==> config.mk <==
export PLATFORM = sky130hd
export DESIGN_NAME = vscpu_param_hs
export DESIGN_NICKNAME = d
export VERILOG_FILES = /design/src/rtl/vscpu_param_hs.sv
export SDC_FILE = /design/constraint.sdc
export NUM_CORES = 2
export LEC_CHECK = 0
export ABC_AREA = 1
export CAP_MARGIN = 30
export CELL_PAD_IN_SITES_DETAIL_PLACEMENT = 1
export CELL_PAD_IN_SITES_GLOBAL_PLACEMENT = 2
export CORE_UTILIZATION = 37
export DETAILED_ROUTE_END_ITERATION = 8
export HOLD_SLACK_MARGIN = 0.05
export PLACE_DENSITY = 0.8
export SETUP_SLACK_MARGIN = 0.2
export SLEW_MARGIN = 20
export SYNTH_ARGS = -nofsm -noshare
export SYNTH_HDL_FRONTEND = slang
export SYNTH_SLANG_ARGS = --single-unit
export TNS_END_PERCENT = 50
==> constraint.sdc <==
create_clock -name clk -period 9.6 [get_ports clk]
set_input_delay 1.44 -clock clk [delete_from_list [all_inputs] [get_ports clk]]
set_output_delay 1.44 -clock clk [all_outputs]
set_load 0.02 [all_outputs]
==> src/rtl/vscpu_param_hs.sv <==
// rtl/vscpu_param_hs.sv - parametrised multi-cycle VerySimpleCPU core with a req/ack memory port
// One access in flight at a time; every memory-facing output is a register.
module vscpu_param_hs #(
    parameter int DW = 32,
    parameter int AW = 14
) (
    input  logic          clk,
    input  logic          rst,
    output logic          mem_req,
    output logic          mem_wr,
    output logic [AW-1:0] mem_addr,
    output logic [DW-1:0] mem_wdata,
    input  logic          mem_ack,
    input  logic [DW-1:0] mem_rdata,
    output logic          retired,
    output logic          halted
);

    if (DW < 4 + 2 * AW) begin : g_width_check
        $error("vscpu_param_hs: DW must be at least 4+2*AW");
    end

    localparam logic [3:0] OP_CP    = 4'h8;
    localparam logic [3:0] OP_CPIMM = 4'h9;
    localparam logic [3:0] OP_CPI   = 4'hA;
    localparam logic [3:0] OP_CPII  = 4'hB;
    localparam logic [3:0] OP_BZJ   = 4'hC;
    localparam logic [3:0] OP_BZJI  = 4'hD;
    localparam logic [DW-1:0] DW_V  = DW'(DW);

    typedef enum logic [2:0] {
        S_RST,
        S_FETCH,
        S_RDA,
        S_RDB,
        S_RDI,
        S_WR,
        S_HALT
    } state_t;

    state_t        state_q;
    logic [AW-1:0] pc_q;
    logic [3:0]    op_q;
    logic [AW-1:0] a_q;
    logic [AW-1:0] b_q;
    logic [DW-1:0] va_q;
    logic          mem_req_q;
    logic          mem_wr_q;
    logic [AW-1:0] mem_addr_q;
    logic [DW-1:0] mem_wdata_q;
    logic          halted_q;

    logic [3:0]    f_op;
    logic [AW-1:0] f_a;
    logic [AW-1:0] f_b;
    logic [DW-1:0] imm_ext;
    logic [DW-1:0] bzji_sum;
    logic [AW-1:0] br_pc_d;
    logic          branch_op;

    assign f_op     = mem_rdata[DW-1 -: 4];
    assign f_a      = mem_rdata[2*AW-1 -: AW];
    assign f_b      = mem_rdata[AW-1:0];
    assign imm_ext  = {{(DW-AW){1'b0}}, b_q};
    assign bzji_sum = mem_rdata + imm_ext;
    assign branch_op = (op_q == OP_BZJ) || (op_q == OP_BZJI);

    function automatic logic reads_a(input logic [3:0] op);
        return !(op == OP_CP || op == OP_CPIMM || op == OP_CPI);
    endfunction

    function automatic logic reads_b(input logic [3:0] op);
        return !op[0] || (op == OP_CPII);
    endfunction

    // Copy-type ops (CP, CPi, CPI, CPIi) fall through to passing y unchanged.
    function automatic logic [DW-1:0] alu(input logic [3:0] op, input logic [DW-1:0] x,
                                          input logic [DW-1:0] y);
        logic [DW-1:0] r;
        case (op[3:1])
            3'd0:    r = x + y;
            3'd1:    r = ~(x & y);
            3'd2:    r = (y < DW_V) ? (x >> y) : (x << (y - DW_V));
            3'd3:    r = {{(DW-1){1'b0}}, (x < y)};
            3'd7:    r = x * y;
            default: r = y;
        endcase
        return r;
    endfunction

    // Branch target: RDA resolves a taken BZJ or a BZJi, RDB resolves an untaken BZJ.
    always_comb begin
        br_pc_d = pc_q + 1'b1;
        if (state_q == S_RDA) begin
            br_pc_d = (op_q == OP_BZJ) ? mem_rdata[AW-1:0] : bzji_sum[AW-1:0];
        end
    end

    always_ff @(posedge clk) begin
        if (rst) begin
            state_q     <= S_RST;
            pc_q        <= '0;
            op_q        <= '0;
            a_q         <= '0;
            b_q         <= '0;
            va_q        <= '0;
            mem_req_q   <= 1'b0;
            mem_wr_q    <= 1'b0;
            mem_addr_q  <= '0;
            mem_wdata_q <= '0;
            halted_q    <= 1'b0;
        end else begin
            case (state_q)
                S_RST: begin
                    state_q    <= S_FETCH;
                    mem_req_q  <= 1'b1;
                    mem_wr_q   <= 1'b0;
                    mem_addr_q <= pc_q;
                end
                S_FETCH: if (mem_ack) begin
                    op_q     <= f_op;
                    a_q      <= f_a;
                    b_q      <= f_b;
                    mem_wr_q <= 1'b0;
                    if (reads_a(f_op) && f_op != OP_BZJ) begin
                        state_q    <= S_RDA;
                        mem_addr_q <= f_a;
                    end else if (reads_b(f_op)) begin
                        state_q    <= S_RDB;
                        mem_addr_q <= f_b;
                    end else begin
                        state_q     <= S_WR;
                        mem_wr_q    <= 1'b1;
                        mem_addr_q  <= f_a;
                        mem_wdata_q <= {{(DW-AW){1'b0}}, f_b};
                    end
                end
                S_RDA: if (mem_ack) begin
                    va_q <= mem_rdata;
                    if (branch_op) begin
                        if (br_pc_d == pc_q) begin
                            state_q   <= S_HALT;
                            mem_req_q <= 1'b0;
                            halted_q  <= 1'b1;
                        end else begin
                            state_q    <= S_FETCH;
                            pc_q       <= br_pc_d;
                            mem_addr_q <= br_pc_d;
                        end
                    end else if (reads_b(op_q)) begin
                        state_q    <= S_RDB;
                        mem_addr_q <= b_q;
                    end else begin
                        state_q     <= S_WR;
                        mem_wr_q    <= 1'b1;
                        mem_addr_q  <= a_q;
                        mem_wdata_q <= alu(op_q, mem_rdata, imm_ext);
                    end
                end
                S_RDB: if (mem_ack) begin
                    if (op_q == OP_BZJ) begin
                        if (mem_rdata == '0) begin
                            state_q    <= S_RDA;
                            mem_addr_q <= a_q;
                        end else if (br_pc_d == pc_q) begin
                            state_q   <= S_HALT;
                            mem_req_q <= 1'b0;
                            halted_q  <= 1'b1;
                        end else begin
                            state_q    <= S_FETCH;
                            pc_q       <= br_pc_d;
                            mem_addr_q <= br_pc_d;
                        end
                    end else if (op_q == OP_CPI) begin
                        state_q    <= S_RDI;
                        mem_addr_q <= mem_rdata[AW-1:0];
                    end else begin
                        state_q     <= S_WR;
                        mem_wr_q    <= 1'b1;
                        mem_addr_q  <= (op_q == OP_CPII) ? va_q[AW-1:0] : a_q;
                        mem_wdata_q <= alu(op_q, va_q, mem_rdata);
                    end
                end
                S_RDI: if (mem_ack) begin
                    state_q     <= S_WR;
                    mem_wr_q    <= 1'b1;
                    mem_addr_q  <= a_q;
                    mem_wdata_q <= mem_rdata;
                end
                S_WR: if (mem_ack) begin
                    state_q    <= S_FETCH;
                    pc_q       <= pc_q + 1'b1;
                    mem_wr_q   <= 1'b0;
                    mem_addr_q <= pc_q + 1'b1;
                end
                S_HALT: begin
                    mem_req_q <= 1'b0;
                end
                default: begin
                    state_q   <= S_RST;
                    mem_req_q <= 1'b0;
                end
            endcase
        end
    end

    assign mem_req   = mem_req_q;
    assign mem_wr    = mem_wr_q;
    assign mem_addr  = mem_addr_q;
    assign mem_wdata = mem_wdata_q;
    assign halted    = halted_q;
    // Retire on the ack that ends the instruction: its write, or the read that resolves a branch.
    assign retired   = !rst && mem_ack &&
                       ((state_q == S_WR) ||
                        (state_q == S_RDA && branch_op) ||
                        (state_q == S_RDB && op_q == OP_BZJ && mem_rdata != '0));

endmodule

# Word-level counts from Yosys, hierarchy flattened

Cells that the tools add are included.

Bits in registers: 130
Bits in latches: 0
RAM bits: 0
Memory bits (read-only): 0
Input port bits: 35
Output and inout bits: 50
Word-level logic and storage cells: 180
Memories: 0

Add/subtract/negate cells: 5
$mul: 2
Div/mod/pow operators: 0
$lt $le $gt $ge: 4
Equal/unequal tests: 34
Shift operators: 4
Muxes and demuxes: 79
Bitwise operators: 6
Reduce and logical (&&, ||, !) cells: 35

Operators with widths:

| cell                    | number |
|---|---|
| $mux W32                | 12 |
| $pmux W32 S5            | 2 |
| $mux W14                | 22 |
| $pmux W32 S4            | 1 |
| $pmux W14 S6            | 1 |
| $not A32 Y32            | 2 |
| $shl A32 B32 Y32        | 2 |
| $pmux W14 S3            | 1 |
| $mux W3                 | 12 |
| $add A32 B14 Y32        | 1 |
| $add A32 B32 Y32        | 1 |
| $and A32 B14 Y32        | 1 |
| $and A32 B32 Y32        | 1 |
| $eq A4 B4 Y1 const B    | 8 |
| $logic_not A32 Y1       | 1 |
| $lt A32 B14 Y1          | 1 |
| $lt A32 B32 Y1          | 1 |
| $lt A32 B6 Y1 const B   | 1 |
| $mul A32 B14 Y32        | 1 |
| $mul A32 B32 Y32        | 1 |
| $reduce_bool A32 Y1     | 1 |
| $shr A32 B14 Y32        | 1 |
| $shr A32 B32 Y32        | 1 |
| $sub A32 B6 Y32 const B | 1 |
| 30 further kinds        | 92 |

# Depth between registers and ports, before layout

Depth after elaboration: 9
Depth in mapped cells: 38
Mapped depth without buffers: 34

# Least setup slack after synthesis

Ideal clock, no wire load.

Kind: input to register
Start point: input port mem_rdata[2]
End point: register mem_wdata_q[29], in the netlist mem_wdata[29]
Setup time: 0.070 ns
Arrival time: 8.440 ns
Data required time: 9.530 ns
Path slack: 1.089 ns
Stages on the path: 35
Path buffers: 4
Cell sequence: clkbuf_1 -> clkbuf_1 -> clkbuf_1 -> buf_1 -> nand2_1 -> inv_1 -> fa_1 -> inv_1 -> fa_1 -> fa_1 -> fa_1 -> inv_1 -> fa_1 -> inv_1 -> fa_1 -> inv_1 -> fa_1 -> fa_1 -> ha_1 -> nand4_1 -> nor3_1 -> nand4_1 -> nand3_1 -> nand2_1 -> o211ai_1 -> a21oi_1 -> o21ai_0 -> o21ai_0 -> a21oi_1 -> nor2_1 -> nand2_1 -> nand2_1 -> nand3_1 -> nand2_1 -> a21oi_1

Longest elaborated chain between the ends: 8
Elaborated cells between the ends (all ways): 21
Classes of those cells: add/sub (3); mul (2); order compare (1); shift (4); mux (11)

Ends and longest elaborated chain:

| element                                                  | line | RTL |
|---|---|---|
| start, declared                                          | 14   | `input logic [DW-1:0] mem_rdata,` |
| branches (longest 7 deep; another with $mul A32 B32 Y32) | n/a  |  |
| $pmux W32 S4 (*)                                         | 113  | `case (state_q)` |
| end signal, assigned                                     | 157  | `mem_wdata_q <= alu(op_q, mem_rdata, imm_ext);` |
| end signal, assigned                                     | 181  | `mem_wdata_q <= alu(op_q, va_q, mem_rdata);` |
| end signal, assigned                                     | 188  | `mem_wdata_q <= mem_rdata;` |
| end, declared                                            | 50   | `logic [DW-1:0] mem_wdata_q;` |

Every way passes the cells marked *. The select of a mux whose other input is x is not followed.
A chain may end at the register's enable or synchronous reset.

# Worst setup path after layout

Start point: input port mem_rdata[15]
End point: register mem_wdata_q[31], in the netlist mem_wdata[31]

The elaborated chain is that of the path after synthesis.

==> summary.txt <==
Outcome
  – Status: finished clean

STA
  – Maximum clock skew at final layout: between 0.015 and 0.02 ns
  – Final slew viol count: 0
  – # setup viols final: 0
  – Final worst-path cycle share: 0.9454
  – Setup slack after layout: 0.5240 ns
  – Fin. Hold Viols: 0
  – Worst-Margin Slew: 1.072 ns
  – Rel. slew slack: 0.2854
  – RSZ-0062 raised after global routing: no
  – Setup TNS Final: 0 ns
  – Achievable Freq: 0.1102 GHz
  – Time the worst path needs with I/O delays and setup: 9.076 ns

Critical path
  – Crit Path Class: in -> reg
  – Slowest stage delay, CP: 0.71 ns
  – Top cell by count, worst path: fa_1
  – CP max FO: 27
  – Slowest stage cell, crit path: buf_2
  – Worst EP required: about 10 ns
  – Startpoint Class: input pin
  – FF-to-FF path depth: 26
  – WP data arrival: 9.52 ns
  – Critical Path End Type: flop

Placed design
  – Port Buf Inserts: 84
  – Placer Congestion: 1.038
  – Worst slack, placed: 0.3017 ns
  – Post-Place Cells: around 8700
  – Hpwl dp: 200600 um

Yosys
  – Synth Net Count: between 8000 and 9000
  – Post-synthesis sequential area ratio: 0.05550
  – Cell variety after synth: 66
  – Yosys top cell by area: fa_1
  – Yosys reg bits: 130
  – Mean Syn Cell Area: 6.531 um2
  – Synthesized cell area: 46890 um2
  – Ys Warns: 0
  – Synth Instances: between 7000 and 8000
  – Dominant synthesized flop cell: dfxtp_1
  – Post-synth EDFFs: 0
  – Synth async-reset ratio: 0
  – Top post-synthesis cells by area: fa_1 29%, nand2_1 17%, inv_1 11%
  – Top cell type's share of synthesized area: 0.2911

CTS
  – Post-CTS setup buffers: 0
  – Gates resized, CTS repair: 0
  – Hold Buf Count CTS: 0
  – TritonCTS Buffers: 17
  – Clk sinks: 130
  – H-tree depth: 4
  – CTS Root Cell: clkbuf_16
  – Maximum root-to-sink buffer count: 2
  – Clock-pin slew on the worst setup and hold paths: 0.07 ns
  – CTS tree: done
  – Worst-Skew Late Latency: 0.52 ns

Detailed routing
  – Post-DRT Antenna Nets: 0
  – 1st-iter DRT viols: 5640
  – Via/cell ratio: between 5 and 6
  – Wire per inst: 28.76 um
  – Drt total wl: approximately 250000 um
  – Residual DRC: 0
  – First-pass DRT Iterations: 5
  – Vias post-DR: 50510

GRT
  – First-pass GRT wire length: 364000 um
  – GRT Total Usage: 0.3928
  – Initial antenna violation count: 16
  – Largest net degree at the start of global routing: 69
  – Grt ovf: 0
  – Vias in the first global route: 52010

Floorplanning
  – Die footprint: 128200 um2
  – IO Count: 85
  – Die width: 358.0 um
  – Core ar.: 125700 um2
  – FP Rows: 130
  – Die Height: 358.0 um
  – Initial Util: 0.3730

Pwr
  – Pwr/cell area: 271.0 nW/um2
  – Leak: about 0.027 uW
  – Power Total: 13600 uW
  – Maximum VDD drop: 0.0002076 V

Flow run
  – Max_cap viols: 0

Cells and area
  – Fin util: 0.3991
  – Commonest non-fill, non-tap cells in the layout: 2074 x nand2_1, 1344 x inv_1, 682 x fa_1
  – Share of layout cells above drive strength 1: 0.05718
  – Final #Nets: 8046
  – Fin cells: 8719
  – Area grow syn2layout: 7.009%
  – Most common cell after layout, fill and taps aside: nand2_1

Min path
  – Min-delay worst type: reg -> reg
  – Worst hold path cell count: 2
[synthesized netlist by cell type, types with 17 or more instances]
master,count
a221oi_1,28
nand4_1,64
nand3_1,304
buf_2,36
clkbuf_1,277
xnor2_1,46
o221ai_1,33
o31ai_1,17
nand2_1,2074
inv_2,17
ha_1,277
o2111ai_1,17
o21ai_1,26
nor2_2,19
xor2_1,77
nor2_1,279
fa_1,682
a21o_1,17
o22ai_1,24
o21ai_0,447
buf_1,97
or2_2,24
inv_1,1349
clkinv_1,21
nor3_1,40
o211ai_1,42
a31oi_1,28
dfxtp_1,130
a21oi_1,501
[routing by layer]
layer / track usage / up-vias / share of wire
li1: - / 21970 / -
met3: 0.06555 / 492 / 0.092
met2: 0.5994 / 2451 / 0.43
met4: 0.1507 / 12 / 0.044
met1: 0.5526 / 25590 / 0.43
met5: 0 / - / 0.00030
[cell families after synthesis]
logic type | synth area share
and+or+nand+nor | 0.2561
buffers and inverters | 0.1486
DFF | 0.05550
AOI/OAI and AO/OA | 0.1503
xor gates and xnor gates | 0.02297
adders and majority gates | 0.3651
muxes | 0.001494
[worst paths after layout]
path,from,endpoint,slack (ns)
setup / recovery,mem_rdata[15],mem_wdata[31]$_SDFFE_PP0P_,0.52
hold / removal,mem_addr[11]$_SDFFE_PP0P_,mem_addr[11]$_SDFFE_PP0P_,0.48
setup reg to reg,va_q[14]$_SDFFE_PP0P_,mem_wdata[31]$_SDFFE_PP0P_,1.22
hold reg to reg,mem_addr[11]$_SDFFE_PP0P_,mem_addr[11]$_SDFFE_PP0P_,0.48
[critical path: cells and delay by family]
kind	cells	cell delay, ns
AO/OA/AOI/OAI	1	0.13
AND/OR/NAND/NOR	10	1.98
buffers and inverters	5	1.00
adder cells (fa/ha/maj)	10	4.89
[registers in the layout, indices dropped and copies added (netlist names)]
signal	count
a_q	14
b_q	14
halted	1
mem_addr	14
mem_req	1
mem_wdata	32
mem_wr	1
op_q	4
pc_q	14
state_q	3
va_q	32
[report_power, final]
group / internal [uW] / switching [uW] / leakage, uW / total (uW)
registers: 681 / 409 / 0.00107 / 1090
clock network: 388 / 335 / 0.000285 / 723
logic: 3830 / 7960 / 0.0252 / 11800
total: 4900 / 8700 / 0.0266 / 13600
[per-stage QoR]
stage          hold WS [ns]  area [um2]
2_1_floorplan        0.4940       46890
3_3_place_gp         0.4586       49490
3_5_place_dp         0.4721       49510
4_1_cts              0.4845       50110
5_1_grt              0.5043       50170
6_report             0.4832       50180
[area by class of cell]
class / count / area, um2
timing repair buffer: 279 / 2282
fill: 16350 / 75550
multi-input combinational: 5234 / 37370
tap: 1650 / 2064
sequential: 130 / 2631
antenna: 4 / 10.01
inverter: 1390 / 5223
clock buffer: 20 / 478.0
clock inverter: 12 / 118.9
No activity file was read; power rests on OpenSTA's default activity.
